--- src/rtl/fifo_serial_tx_if.sv ---
// Bundles the FIFO read port and the serial line side of fifo_serial_tx.
// Ready/valid meaning of the FIFO side: the head byte on i_data is valid
// whenever i_empty is low, and a single-cycle high on o_rd consumes it at
// the next rising clock edge. o_rd is never high while i_empty is high.
// The master modport is the FIFO/board side; the slave modport is the
// transmitter.
interface fifo_serial_tx_if;
  logic       i_empty;
  logic [7:0] i_data;
  logic       o_rd;
  logic       o_tx;
  logic       o_busy;

  modport master (
    output i_empty,
    output i_data,
    input  o_rd,
    input  o_tx,
    input  o_busy
  );

  modport slave (
    input  i_empty,
    input  i_data,
    output o_rd,
    output o_tx,
    output o_busy
  );
endinterface

--- src/rtl/fifo_serial_tx.sv ---
// fifo_serial_tx: pulls bytes from a first-word-fall-through FIFO and sends
// them as asynchronous serial frames, LSB first, at CLK_FREQ/BAUD_RATE
// clocks per bit. Default frame is 8N1.
// Optional feature macro: FIFO_SERIAL_TX_PARITY_EN adds an even-parity bit
// between data bit 7 and the stop bit (8E1).
// o_dbg_state exposes the FSM state for checkers:
//   0 IDLE, 1 START, 2 DATA, 3 STOP, 4 PARITY.
module fifo_serial_tx #(
  parameter int CLK_FREQ  = 48_000_000,
  parameter int BAUD_RATE = 115_200
) (
  input  logic             i_clk,
  input  logic             i_rst_n,
  fifo_serial_tx_if.slave  bus,
  output logic [2:0]       o_dbg_state
);

  localparam int BAUD_DIV = CLK_FREQ / BAUD_RATE;
  localparam int CNT_W    = (BAUD_DIV >= 2) ? $clog2(BAUD_DIV) : 1;
  localparam logic [CNT_W-1:0] CNT_LAST = CNT_W'(BAUD_DIV - 1);

  // A divider below 2 cannot form a bit period; refuse to elaborate.
  generate
    if (BAUD_DIV < 2) begin : g_bad_baud_div
      $error("fifo_serial_tx: CLK_FREQ/BAUD_RATE must be at least 2");
    end
  endgenerate

  typedef enum logic [2:0] {
    IDLE   = 3'd0,
    START  = 3'd1,
    DATA   = 3'd2,
    STOP   = 3'd3
`ifdef FIFO_SERIAL_TX_PARITY_EN
    ,
    PARITY = 3'd4
`endif
  } state_t;

  state_t           state_q, state_d;
  logic [CNT_W-1:0] cnt_q, cnt_d;
  logic [2:0]       bit_idx_q, bit_idx_d;
  logic [7:0]       shift_q, shift_d;
  logic             tx_q, tx_d;
  logic             busy_q, busy_d;
  logic             rd_c;
  logic             bit_end;
`ifdef FIFO_SERIAL_TX_PARITY_EN
  logic             parity_q, parity_d;
`endif

  assign bit_end = (cnt_q == CNT_LAST);

  // Next-state, baud counting, byte loading and the pop strobe.
  always_comb begin
    state_d   = state_q;
    cnt_d     = cnt_q;
    bit_idx_d = bit_idx_q;
    shift_d   = shift_q;
    rd_c      = 1'b0;
`ifdef FIFO_SERIAL_TX_PARITY_EN
    parity_d  = parity_q;
`endif

    // The counter free-runs through every bit of a frame and wraps at the
    // bit end; IDLE holds it at zero so a new frame starts phase-aligned.
    if (state_q != IDLE) begin
      cnt_d = bit_end ? '0 : cnt_q + 1'b1;
    end

    case (state_q)
      IDLE: begin
        cnt_d = '0;
        if (!bus.i_empty) begin
          rd_c     = 1'b1;
          shift_d  = bus.i_data;
`ifdef FIFO_SERIAL_TX_PARITY_EN
          parity_d = ^bus.i_data;
`endif
          state_d  = START;
        end
      end
      START: begin
        if (bit_end) state_d = DATA;
      end
      DATA: begin
        if (bit_end) begin
          shift_d   = {1'b0, shift_q[7:1]};
          bit_idx_d = bit_idx_q + 3'd1;
          if (bit_idx_q == 3'd7) begin
`ifdef FIFO_SERIAL_TX_PARITY_EN
            state_d = PARITY;
`else
            state_d = STOP;
`endif
          end
        end
      end
`ifdef FIFO_SERIAL_TX_PARITY_EN
      PARITY: begin
        if (bit_end) state_d = STOP;
      end
`endif
      STOP: begin
        // Last stop cycle is the second pop point: chaining straight into
        // START keeps the line continuous between back-to-back bytes.
        if (bit_end) begin
          if (!bus.i_empty) begin
            rd_c     = 1'b1;
            shift_d  = bus.i_data;
`ifdef FIFO_SERIAL_TX_PARITY_EN
            parity_d = ^bus.i_data;
`endif
            state_d  = START;
          end else begin
            state_d  = IDLE;
          end
        end
      end
      default: begin
        state_d = IDLE;
      end
    endcase
  end

  // Line level and busy flag are derived from the upcoming state so the
  // registered outputs change on the same edge as the state.
  always_comb begin
    tx_d = 1'b1;
    case (state_d)
      IDLE:    tx_d = 1'b1;
      START:   tx_d = 1'b0;
      DATA:    tx_d = shift_d[0];
`ifdef FIFO_SERIAL_TX_PARITY_EN
      PARITY:  tx_d = parity_d;
`endif
      STOP:    tx_d = 1'b1;
      default: tx_d = 1'b1;
    endcase
    busy_d = (state_d != IDLE);
  end

  // State and datapath registers; reset forces the line idle at once.
  always_ff @(posedge i_clk or negedge i_rst_n) begin
    if (!i_rst_n) begin
      state_q   <= IDLE;
      cnt_q     <= '0;
      bit_idx_q <= 3'd0;
      shift_q   <= 8'h00;
      tx_q      <= 1'b1;
      busy_q    <= 1'b0;
`ifdef FIFO_SERIAL_TX_PARITY_EN
      parity_q  <= 1'b0;
`endif
    end else begin
      state_q   <= state_d;
      cnt_q     <= cnt_d;
      bit_idx_q <= bit_idx_d;
      shift_q   <= shift_d;
      tx_q      <= tx_d;
      busy_q    <= busy_d;
`ifdef FIFO_SERIAL_TX_PARITY_EN
      parity_q  <= parity_d;
`endif
    end
  end

  // The pop strobe is gated by reset: while reset is held the FSM sits in
  // IDLE, and a non-empty FIFO must not be drained until release.
  assign bus.o_rd    = rd_c & i_rst_n;
  assign bus.o_tx    = tx_q;
  assign bus.o_busy  = busy_q;
  assign o_dbg_state = state_q;

endmodule

--- src/flat_wrapper.sv ---
// flat-port wrapper written by rule: the top's interface ports become plain ports
module fifo_serial_tx_flat 
#(
  parameter int CLK_FREQ  = 48_000_000,
  parameter int BAUD_RATE = 115_200
)
  (i_clk, i_rst_n, o_dbg_state, bus_i_empty, bus_i_data, bus_o_rd, bus_o_tx, bus_o_busy);
  fifo_serial_tx_if bus_i ();
  input  logic i_clk;
  input  logic i_rst_n;
  output logic [2:0] o_dbg_state;
  input wire logic [$bits(bus_i.i_empty)-1:0] bus_i_empty;
  input wire logic [$bits(bus_i.i_data)-1:0] bus_i_data;
  output wire logic [$bits(bus_i.o_rd)-1:0] bus_o_rd;
  output wire logic [$bits(bus_i.o_tx)-1:0] bus_o_tx;
  output wire logic [$bits(bus_i.o_busy)-1:0] bus_o_busy;
  assign bus_i.i_empty = bus_i_empty;
  assign bus_i.i_data = bus_i_data;
  assign bus_o_rd = bus_i.o_rd;
  assign bus_o_tx = bus_i.o_tx;
  assign bus_o_busy = bus_i.o_busy;
  fifo_serial_tx #(.CLK_FREQ(CLK_FREQ), .BAUD_RATE(BAUD_RATE)) u_core (.i_clk(i_clk), .i_rst_n(i_rst_n), .bus(bus_i), .o_dbg_state(o_dbg_state));
endmodule
--- config.mk ---
export PLATFORM = sky130hd
export DESIGN_NAME = fifo_serial_tx_flat
export DESIGN_NICKNAME = d
export VERILOG_FILES = /design/src/rtl/fifo_serial_tx_if.sv /design/src/rtl/fifo_serial_tx.sv /design/src/flat_wrapper.sv
export SDC_FILE = /design/constraint.sdc
export NUM_CORES = 1
export LEC_CHECK = 0
export CAP_MARGIN = 40
export CELL_PAD_IN_SITES_DETAIL_PLACEMENT = 1
export CELL_PAD_IN_SITES_GLOBAL_PLACEMENT = 1
export CORE_MARGIN = 2
export CORE_UTILIZATION = 38
export DETAILED_ROUTE_END_ITERATION = 10
export PLACE_DENSITY_LB_ADDON = 0.12
export SLEW_MARGIN = 20
export SYNTH_ARGS = -nofsm -noshare
export SYNTH_HDL_FRONTEND = slang
export SYNTH_SLANG_ARGS = --single-unit
--- constraint.sdc ---
create_clock -name i_clk -period 2.1 [get_ports i_clk]
set_clock_uncertainty 0.05 [all_clocks]
set_input_delay 0.63 -clock i_clk [delete_from_list [all_inputs] [get_ports i_clk]]
set_output_delay 0.63 -clock i_clk [all_outputs]
set_load 0.005 [all_outputs]
==> After elaboration in Yosys (flattened, before gate mapping) <==
Index checks and enable logic that the tools add are counted.
{ "classes": {"muxes": 18, "n_eq_ne": 9, "bitwise": 1, "n_reduce_logical": 7, "n_addsub": 2} }
{ "ops": {"columns": ["operator", "n"], "rows": [
  ["two-way mux 9 bit", 3],
  ["two-way mux 8 bit", 3],
  ["case mux 8 bit (3 select lines)", 1],
  ["two-way mux 3 bit", 5],
  ["case mux 3 bit (4 select lines)", 1],
  ["adder 9 x 1 -> 9 bit (second input constant)", 1],
  ["equality test 3 x 2 -> 1 bit (second input constant)", 3],
  ["equality test 9 bit (second input constant)", 1],
  ["nonzero test 3 bit", 3],
  ["equality test 3 x 1 -> 1 bit (second input constant)", 2],
  ["inequality test 2 x 1 -> 1 bit (second input constant)", 2],
  ["case mux 1 bit (2 select lines)", 2],
  ["adder 3 x 1 -> 3 bit (second input constant)", 1],
  ["equality test 3 bit (second input constant)", 1],
  ["logical NOT 3 bit", 1],
  ["two-way mux 1 bit", 3],
  ["AND reduction 3 bit", 1],
  ["AND reduction 2 bit", 1],
  ["nonzero test 2 bit", 1],
  ["AND 1 bit", 1]
]} }
{ "word_totals": {"elab_cells": 44, "register_bits": 25, "output_inout_bits": 6} }

==> Longest topological paths before layout <==
Gate-level depths: netlist of the first run.
{ "logic_depth": {"depth_word": 6, "ltp_mapped": 7} }

==> Worst setup path after synthesis of the first run <==
No wires, ideal clock.
{ "synth_timing": {"path_type": "flip-flop to output port", "start": "reg u_core.cnt_q[0]", "end": "out bus_o_rd", "slack_ns": -0.132, "t_arrival_ns": 1.552, "stages_incl_launch_ff": 8, "path_buffers": 1, "required_time_ns": 1.420, "cell_sequence": "dfrtp_1 -> ha_1 -> and4_1 -> buf_6 -> nand2_1 -> o21ai_1 -> nor3b_4 -> and2_1"} }
{ "synth_via": {"elab_chain_cells": 4} }
{ "synth_rtl": {"columns": ["item", "line_no", "text"], "rows": [
  ["start, declared", "fifo_serial_tx.sv:41", "logic [CNT_W-1:0] cnt_q, cnt_d;"],
  ["start signal, assigned", "fifo_serial_tx.sv:157", "cnt_q <= cnt_d;"],
  ["equality test 9 bit", "fifo_serial_tx.sv:52", "assign bit_end = (cnt_q == CNT_LAST);"],
  ["two-way mux 1 bit", "fifo_serial_tx.sv:107", "if (bit_end) begin"],
  ["case mux 1 bit (2 select lines)", "fifo_serial_tx.sv:71", "case (state_q)"],
  ["AND 1 bit", "fifo_serial_tx.sv:170", "assign bus.o_rd = rd_c & i_rst_n;"],
  ["end, declared", "flat_wrapper.sv:14", "output wire logic [$bits(bus_i.o_rd)-1:0] bus_o_rd;"]
]} }
Every way passes these cells.

==> Worst setup path in the final report of the first run <==
Same ends and word-level chain as after synthesis.

==> results of run 1 <==
## through the flow
stage                     utilization, %  total power [mW]  hold slack (ns)
after floorplan                        -            0.6417           0.2844
after global placement             49.81            0.7353           0.4171
after detailed placement           49.81            0.7447           0.4244
after CTS                          51.93            0.9774           0.4467
after global routing               53.63             1.040           0.4743
final                              53.63            0.9819           0.4435
## cell families after synthesis
group	Yosys count
AOI/OAI and AO/OA	15
xor gates and xnor gates	7
DFF	25
buffers and inverters	8
adders and majority gates	3
other	1
muxes	6
and+or+nand+nor	52
## cell type report
cell class,instances,area [sq um],share of cell area (%)
Clock buffer,4,26.28,1.480
Sequential cell,25,626.9,35.31
Inverter,3,11.26,0.6343
Multi-Input combinational cell,84,640.6,36.08
Timing Repair Buffer,49,412.9,23.26
Tap cell,46,57.56,3.242
## power groups by stage
| stage | logic [mW] | registers (mW) | clock network, mW |
|---|---|---|---|
| finish | 0.215 | 0.548 | 0.219 |
| global route | 0.235 | 0.553 | 0.252 |
| CTS | 0.201 | 0.548 | 0.229 |
| detailed placement | 0.188 | 0.556 | 0 |
| global placement | 0.180 | 0.555 | 0 |
| floorplan | 0.0864 | 0.555 | 0 |
## worst paths after layout
| kind | slack [ns] | end |
|---|---|---|
| worst max-delay path | -0.39 | bus_o_rd |
| worst min-delay path | 0.44 | u_core.bit_idx_q[0] |
| worst max register to register | 0.05 | u_core.bus.o_tx |
| worst min register to register | 0.44 | u_core.bit_idx_q[0] |
| max in group asynchronous | 0.97 | u_core.bus.o_tx |
| min in group asynchronous | 0.74 | u_core.cnt_q[5] |
## placed cells by master (no fill, tap or decap), drive strengths merged, types with 3 or more instances in the layout
cell type and n:
nand2 8, clkdlybuf4s50 15, or3 3, nor2b 7, clkbuf 4, nand4 3
nor2 12, ha 3, inv 3, dfrtp 24, mux2i 4, a221o 7
nand3 6, xor2 5, buf 34
## worst register-to-register path: cells and delay by family, from the launching register on
family                   cells  cell delay [ns]
AO/OA/AOI/OAI                2             0.67
AND/OR/NAND/NOR              3             0.32
adder cells (fa/ha/maj)      1             0.20
flip-flops                   1             0.42
buffers and inverters        2             0.35
## flip-flops by register name, summed over array words and instances, names as in the netlist
name	flops
u_core.bit_idx_q	3
u_core.o_dbg_state	3
u_core.shift_q	8
u_core.cnt_q	9
u_core.bus.o_tx	1
u_core.bus.o_busy	1
## layer usage
layer  vias up  part of all wire (%)  track usage [%]
li1        514                     -                -
met5         -                     0                0
met3         6                   3.2            2.523
met4         0                   2.1            8.056
met2        22                    54            30.65
met1       545                    41            20.72
## what timing repair did
action	in CTS	in global routing
pin swaps	4	1
resized for setup	8	1
endpoints found under the setup margin	2	3
buffers inserted	4	7
==> reports/metrics.csv, run 1 <==
stage,metric,value,unit
clocking,cts_buffers,3,
worst_setup_path,cp_max_fo,2,
drt,first_iter_violations,51,
floorplan,fp.dieArea,3894,sq um
worst_setup_path,worst-endpoint-arrival,1.81,ns
layout,layoutNonFillerInstCount,211,
worst_setup_path,crit_type,reg2out,
worst_setup_path,setup.worst_path.start,u_core.cnt_q[0],
layout,final_area,1775,sq um
logic_synthesis,synth-simple-area-share,24.71,%
min_path,hp-start,u_core.bit_idx_q[0],
worst_setup_path,cp-start-kind,flip-flop,
power,ir_drop,0.0002566,V
power,p_leak,0.8588,nW
logic_synthesis,ys_top_cells_by_count,"24 x dfrtp_1, 12 x nor2_1, 8 x nand2_1",
sta,fin_ws,-0.3882,ns
logic_synthesis,synthAdderAreaFrac,2.896,%
sta,drv_slew,0,
placed_design,port_buffers,16,
logic_synthesis,synth_top_family_by_area,simple AND/OR/NAND/NOR gates,
placed_design,dp_slack,-0.5534,ns
power,p_int,0.7267,mW
placed_design,placed_area,1649,sq um
status,outcome,"finished, violations left",
drt,drcViolationCount,0,
global_routing,grt_pass1_vias,1107,
worst_setup_path,slowest_stage,dfrtp_1,
drt,firstDrtPassIters,4,
drt,post_drt_wl_per_cell,15.18,microns
floorplan,die_y,62.41,microns
worst_setup_path,crit_required,1.42,ns
worst_setup_path,r2r-start,u_core.cnt_q[0],
floorplan,placementRows,21,
floorplan,start_util,39.15,%
layout,n_antenna_cell,0,
logic_synthesis,synth_area_leaders,"dfrtp_1 46%, a221o_1 5.4%, nor2_1 3.5%",
worst_setup_path,cp_top_family,simple AND/OR/NAND/NOR gates,
sta,period_share,118.5,%
min_path,hold_path_depth,1,
clocking,clock_sinks,25,
global_routing,grt_pass1_wl,5.250,mm
logic_synthesis,yosysWarnings,0,
clocking,clockRootBuffer,clkbuf_4,
logic_synthesis,seq_area_frac_synth,48.36,%
clocking,htreeDepth,1,
logic_synthesis,yosys.area.top_type,dfrtp_1,
clocking,clk_pin_slew,0.14,ns
power,p_per_area,553.0,nW/um^2
global_routing,grt-ovfl-total,0,
min_path,hp-class,reg2reg,
layout,fillers,391,
drt,drt-total-wl,3.202,mm
logic_synthesis,avgSynthCellArea,11.08,sq um
logic_synthesis,synth_most_common_cell,dfrtp_1,
logic_synthesis,synth_cell_types,37,
layout,nets,180,
logic_synthesis,syn-cell-area,1296,sq um
clocking,hold_buffers,0,
power,clock_power_share,22.3,%
power,p_sw_share,25.99,%
logic_synthesis,async_reset_ff_share,100.0,%
worst_setup_path,critPathBufInv,1,
logic_synthesis,synthMuxAreaShare,4.826,%
global_routing,antenna_found_initial,0,
logic_synthesis,synth_ff_type,dfrtp_1,
drt,vias_per_cell,5.152,
power,pwr-share-seq,55.8,%
floorplan,die_width,62.41,microns
sta,post-route-min-period,2.488,ns
clocking,insertion_delay,0.31,ns
logic_synthesis,synthXorXnorAreaFrac,4.730,%
clocking,tritoncts,yes,
worst_setup_path,end_kind,output pin,
placed_design,hpwlAfterDp,2.253,mm
floorplan,core_area,3311,sq um
logic_synthesis,syn-num-nets,131,
clocking,cts_buffer_depth,2,
placed_design,post-place-cells,196,
logic_synthesis,synth_seq_cells,25,
layout,syn2layout_area_growth,36.97,%
sta,max_freq,401.9,MHz
power,p_comb_share,21.9,%
worst_setup_path,cp.depth,7,
layout,drive_gt1_share,31.52,%
worst_setup_path,cp_slowest_stage_delay,0.39,ns
flow_run,maxCapViolations,0,
power,p_sw,0.2552,mW
worst_setup_path,path_cells,"ha_2, and4_4, nand2_4, o21ai_4, nor3b_4, and2_4, buf_6",
global_routing,grt.total_usage,17.34,%
sta,hold_viol_final,0,
sta,rsz0062_at_grt,true,
sta,fin_tns_setup,-0.3882,ns
logic_synthesis,synth_edf_count,0,
drt,vias,1087,
worst_setup_path,r2r_cells,8,
logic_synthesis,synth_compound_area_share,9.942,%
placed_design,routabilityCongestion,0.7500,
floorplan,ios,17,
global_routing,grt_max_degree,26,
logic_synthesis,netlist.area_leader.share,46.33,%
sta,setup_violations,1,
status,violations,negative setup slack,
drt,ant_nets,0,
logic_synthesis,syn_inst,117,
Note: power is estimated with default switching activity, not from simulation.
==> run 2: changes to the inputs <==
SETUP_SLACK_MARGIN = 0.4   (was unset)
==> reports/metrics.csv, run 2 (synthesized netlist as in run 1, its figures left out) <==
stage,metric,value,unit,change
status,outcome,"finished, violations left",,unchanged
status,violations,negative setup slack,,unchanged
layout,n_antenna_cell,0,,unchanged
placed_design,post-place-cells,196,,unchanged
floorplan,placementRows,21,,unchanged
sta,max_freq,406.7,MHz,was 401.9 MHz
clocking,cts_buffer_depth,2,,unchanged
power,pwr-share-seq,56.4,%,was 55.8%
global_routing,grt_pass1_wl,5.195,mm,was 5.250 mm
floorplan,ios,17,,unchanged
flow_run,maxCapViolations,0,,unchanged
layout,final_cell_mix,"24 x buf_4, 24 x dfrtp_1, 12 x buf_6",,"was 32 x buf_4, 24 x dfrtp_1, 15 x clkdlybuf4s50_1"
floorplan,start_util,39.15,%,unchanged
power,p_sw_share,26.25,%,was 25.99%
drt,ant_nets,0,,unchanged
power,p_comb_share,20.8,%,was 21.9%
placed_design,port_buffers,16,,unchanged
power,p_int,0.7160,mW,was 0.7267 mW
layout,layoutNonFillerInstCount,212,,was 211
floorplan,die_width,62.41,microns,unchanged
clocking,clk_pin_slew,0.13,ns,was 0.14 ns
floorplan,core_area,3311,sq um,unchanged
sta,setup_violations,1,,unchanged
sta,post-route-min-period,2.459,ns,was 2.488 ns
power,p_leak,0.8767,nW,was 0.8588 nW
sta,drv_slew,0,,unchanged
layout,nets,181,,was 180
min_path,hp-start,u_core.shift_q[3],,was u_core.bit_idx_q[0]
sta,fin_ws,-0.3585,ns,was -0.3882 ns
global_routing,grt_pass1_vias,1127,,was 1107
layout,post-route-util,56.39,%,was 53.63%
global_routing,grt_max_degree,26,,unchanged
power,ir_drop,0.0003439,V,was 0.0002566 V
clocking,htreeDepth,1,,unchanged
sta,finalHoldWorstSlack,0.4789,ns,was 0.4435 ns
placed_design,routabilityCongestion,0.7700,,was 0.7500
drt,vias_per_cell,5.028,,was 5.152
global_routing,grt.total_usage,16.94,%,was 17.34%
clocking,clock_sinks,25,,unchanged
drt,post_drt_wl_per_cell,15.51,microns,was 15.18 microns
layout,regMostFlops,u_core.cnt_q,,unchanged
worst_setup_path,worst-endpoint-arrival,1.78,ns,was 1.81 ns
clocking,insertion_delay,0.32,ns,was 0.31 ns
layout,multi_input_area,696.9,sq um,was 640.6 sq um
clocking,clockRootBuffer,clkbuf_4,,unchanged
clocking,cts_buffers,3,,unchanged
power,p_sw,0.2549,mW,was 0.2552 mW
layout,final-seq-area,626.9,sq um,unchanged
sta,rsz0062_at_grt,true,,unchanged
placed_design,hpwlAfterDp,2.214,mm,was 2.253 mm
worst_setup_path,crit_required,1.42,ns,about the same
worst_setup_path,cp_max_fo,2,,unchanged
drt,vias,1066,,was 1087
worst_setup_path,setup.worst_path.start,u_core.cnt_q[0],,unchanged
layout,drive_gt1_share,39.16,%,was 31.52%
worst_setup_path,crit_type,reg2out,,unchanged
drt,drcViolationCount,0,,unchanged
drt,firstDrtPassIters,3,,was 4
worst_setup_path,cp-start-kind,flip-flop,,unchanged
drt,first_iter_violations,18,,was 51
sta,period_share,117.1,%,was 118.5%
layout,largest_register_ffs,9,,unchanged
global_routing,grt-ovfl-total,0,,unchanged
power,p_per_area,520.1,nW/um^2,was 553.0 nW/um^2
power,clock_power_share,22.8,%,was 22.3%
min_path,hp-class,reg2reg,,unchanged
global_routing,antenna_found_initial,0,,unchanged
floorplan,fp.dieArea,3894,sq um,unchanged
worst_setup_path,r2r-start,u_core.cnt_q[0],,unchanged
clocking,tritoncts,yes,,unchanged
layout,fillers,380,,was 391
placed_design,dp_slack,-0.5222,ns,was -0.5534 ns
sta,hold_viol_final,0,,unchanged
layout,top_regs,"u_core.cnt_q x9, u_core.shift_q x8",,unchanged
floorplan,die_y,62.41,microns,unchanged
worst_setup_path,end_kind,output pin,,unchanged
layout,syn2layout_area_growth,44.02,%,was 36.97%
drt,drt-total-wl,3.289,mm,was 3.202 mm
==> run 2: layer usage <==
metal | up-vias | track usage (%) | share of wire (%) | wire length (microns)
met5 | - | 0 | 0 | 0
met4 | 0 | 6.111 | 2.0 | 66
met3 | 7 | 3.063 | 2.2 | 71
met2 | 14 | 31.45 | 52 | 1694
met1 | 534 | 19.30 | 44 | 1457
li1 | 511 | - | - | -
==> run 2: metrics by stage <==
step | total power [mW] | setup TNS (ns) | area [sq um]
global placement | 0.7344 | -2.656 | 1664
floorplan | 0.6433 | -0.06063 | 1328
finish | 0.9709 | -0.3585 | 1867
global route | 1.027 | -0.4882 | 1867
detailed placement | 0.7400 | -2.698 | 1664
CTS | 0.9689 | -0.3625 | 1753
==> run 2: repair_timing <==
item	in CTS	in global routing
endpoints found under the setup margin	19	18
setup buffers	5	7
gates resized for setup	35	15
hold buffers	0	0
pin swaps	6	10
==> run 2: power groups by stage <==
| stage | combinational (mW) | clock [mW] | sequential (mW) |
|---|---|---|---|
| 2_1_floorplan | 0.0880 | 0 | 0.555 |
| 3_3_place_gp | 0.180 | 0 | 0.555 |
| 3_5_place_dp | 0.184 | 0 | 0.556 |
| 4_1_cts | 0.192 | 0.229 | 0.548 |
| 5_1_grt | 0.224 | 0.250 | 0.553 |
| 6_report | 0.202 | 0.221 | 0.548 |
==> run 2: worst paths after layout <==
kind                       depth (start not counted)                 to  slack (ns)
setup / recovery                                   7           bus_o_rd       -0.36
hold / removal                                     1  u_core.shift_q[2]        0.48
setup reg to reg                                   8    u_core.bus.o_tx        0.12
hold reg to reg                                    1  u_core.shift_q[2]        0.48
max in group asynchronous                          2    u_core.bus.o_tx        0.97
min in group asynchronous                          2  u_core.bus.o_busy        0.74
==> run 2: worst max-delay path, stage by stage, from the launching register on <==
cell	delay, ns
dfrtp_1	0.39
ha_2	0.18
and4_4	0.23
nand2_4	0.06
o21ai_4	0.13
nor3b_4	0.20
and2_1	0.15
buf_2	0.12
==> run 2: area by class of cell <==
class / count / area share, %
inverters: 3 / 0.6032
well taps: 46 / 3.083
flip-flops and latches: 25 / 33.58
multi-input cells: 84 / 37.33
clock buffers: 4 / 1.408
repair buffers: 50 / 23.99
==> run 3: changes to the inputs <==
PLACE_DENSITY = 0.71   (was unset)
PLACE_DENSITY_LB_ADDON = unset   (was 0.12)
==> reports/metrics.csv, run 3 (synthesized netlist as in run 1, its figures left out) <==
stage,metric,value,unit,change
status,outcome,"finished, violations left",,unchanged
status,violations,negative setup slack,,unchanged
global_routing,met3_usage,3.243,%,was 3.063%
global_routing,grt_pass1_wl,6.306,mm,was 5.195 mm
sta,rsz0062_at_grt,true,,unchanged
global_routing,busiest_layer,met2,,unchanged
drt,ant_nets,0,,unchanged
flow_run,maxCapViolations,0,,unchanged
worst_setup_path,cp_max_fo,2,,unchanged
layout,fillers,373,,was 380
drt,drt-total-wl,3.902,mm,was 3.289 mm
worst_setup_path,path_cells,"ha_2, and4_4, nand2_4, o21ai_4, nor3b_4, and2_1, buf_2",,unchanged
sta,setup_violations,1,,unchanged
clocking,clk_pin_slew,0.14,ns,was 0.13 ns
power,p_comb_share,22.3,%,was 20.8%
worst_setup_path,cp_top_family,simple AND/OR/NAND/NOR gates,,unchanged
placed_design,port_buffers,16,,unchanged
clocking,insertion_delay,0.34,ns,was 0.32 ns
layout,top_regs,"u_core.cnt_q x9, u_core.shift_q x8",,unchanged
worst_setup_path,critPathBufInv,1,,unchanged
drt,post_drt_wl_per_cell,18.23,microns,was 15.51 microns
floorplan,ios,17,,unchanged
layout,drive_gt1_share,42.86,%,was 39.16%
worst_setup_path,worst-endpoint-arrival,1.83,ns,was 1.78 ns
clocking,clock_sinks,25,,unchanged
floorplan,start_util,39.15,%,unchanged
floorplan,fp.dieArea,3894,sq um,unchanged
global_routing,grtUsageMet1,25.23,%,was 19.30%
min_path,hp-class,reg2reg,,unchanged
layout,post-route-util,57.97,%,was 56.39%
layout,largest_register_ffs,9,,unchanged
floorplan,placementRows,21,,unchanged
power,p_sw_share,28.13,%,was 26.25%
clocking,clockRootBuffer,clkbuf_4,,unchanged
clocking,tritoncts,yes,,unchanged
power,clock_power_share,23.2,%,was 22.8%
clocking,cts_buffers,3,,unchanged
sta,fin_ws,-0.4119,ns,was -0.3585 ns
drt,vias_per_cell,5.154,,was 5.028
drt,vias,1103,,was 1066
clocking,hold_buffers,0,,unchanged
power,p_per_area,527.9,nW/um^2,was 520.1 nW/um^2
sta,post-route-min-period,2.512,ns,was 2.459 ns
layout,syn2layout_area_growth,48.07,%,was 44.02%
sta,period_share,119.6,%,was 117.1%
global_routing,grtUsageMet2,37.77,%,was 31.45%
sta,max_freq,398.1,MHz,was 406.7 MHz
drt,drcViolationCount,0,,unchanged
clocking,cts_buffer_depth,2,,unchanged
global_routing,grt_pass1_vias,1238,,was 1127
power,pwr-share-seq,54.5,%,was 56.4%
floorplan,die_y,62.41,microns,unchanged
power,p_sw,0.2850,mW,was 0.2549 mW
layout,regMostFlops,u_core.cnt_q,,unchanged
layout,nets,183,,was 181
layout,final_cell_mix,"25 x buf_4, 24 x dfrtp_1, 11 x nor2_1",,"was 24 x buf_4, 24 x dfrtp_1, 12 x buf_6"
floorplan,die_width,62.41,microns,unchanged
power,p_leak,0.9061,nW,was 0.8767 nW
placed_design,hpwlAfterDp,2.330,mm,was 2.214 mm
worst_setup_path,cp_slowest_stage_delay,0.40,ns,was 0.39 ns
global_routing,grt.total_usage,21.14,%,was 16.94%
drt,first_iter_violations,19,,was 18
placed_design,dp_slack,-0.5096,ns,was -0.5222 ns
global_routing,grt-ovfl-total,0,,unchanged
clocking,htreeDepth,1,,unchanged
sta,hold_viol_final,0,,unchanged
floorplan,core_area,3311,sq um,unchanged
worst_setup_path,slowest_stage,dfrtp_1,,unchanged
power,ir_drop,0.0003806,V,was 0.0003439 V
sta,drv_slew,0,,unchanged
worst_setup_path,crit_type,reg2out,,unchanged
worst_setup_path,cp-start-kind,flip-flop,,unchanged
drt,firstDrtPassIters,4,,was 3
placed_design,routabilityCongestion,0.7527,,was 0.7700
power,p_int,0.7283,mW,was 0.7160 mW
global_routing,antenna_found_initial,0,,unchanged
global_routing,grt_max_degree,26,,unchanged
layout,final_common_cell,buf_4,,
worst_setup_path,end_kind,output pin,,unchanged
layout,n_antenna_cell,0,,unchanged
worst_setup_path,crit_required,1.42,ns,about the same
## run 3: final timing paths
check	startpoint	endpoint	slack [ns]	depth (start not counted)
max in group asynchronous	i_rst_n	u_core.bus.o_tx	0.98	2
min reg2reg	u_core.bit_idx_q[0]	u_core.bit_idx_q[0]	0.45	1
min	u_core.bit_idx_q[0]	u_core.bit_idx_q[0]	0.45	1
max reg2reg	u_core.cnt_q[1]	u_core.bus.o_tx	0.03	8
max	u_core.cnt_q[1]	bus_o_rd	-0.41	7
min in group asynchronous	i_rst_n	u_core.cnt_q[6]	0.73	2
## run 3: power by group through the flow
stage	sequential [mW]	clock, mW	combinational (mW)
2_1_floorplan	0.555	0	0.0880
3_3_place_gp	0.554	0	0.179
3_5_place_dp	0.558	0	0.186
4_1_cts	0.549	0.232	0.208
5_1_grt	0.557	0.257	0.248
6_report	0.552	0.235	0.226
## run 3: cell type report
cell class	instances	area [sq um]	share of cell area, %
multi-input cells	84	738.2	38.46
flip-flops and latches	25	626.9	32.66
repair buffers	52	459.2	23.92
well taps	46	57.56	2.999
clock buffers	4	26.28	1.369
inverters	3	11.26	0.5867
## run 3: routing by layer
| layer | up-vias | part of all wire (%) |
|---|---|---|
| li1 | 511 | - |
| met5 | - | 0 |
| met3 | 9 | 2.4 |
| met1 | 567 | 41 |
| met2 | 16 | 54 |
| met4 | 0 | 2.7 |
## run 3: repair_timing
item	4_1_cts	5_1_grt
gates resized for setup	46	12
pin swaps	12	9
gates cloned	1	0
endpoints found under the hold margin	0	0
buffers inserted	9	4
endpoints found under the setup margin	19	23
## run 3: per-stage QoR
step                instance area (sq um)  cells   TNS, ns  power, mW  hold WS [ns]
floorplan                            1328    117  -0.06063     0.6433        0.2844
global placement                     1664    196    -2.473     0.7337        0.4169
detailed placement                   1664    196    -2.650     0.7436        0.4225
CTS                                  1839    210   -0.3832     0.9879        0.4445
global route                         1919    214   -0.8278      1.061        0.4688
finish                               1919    214   -0.4119      1.013        0.4451
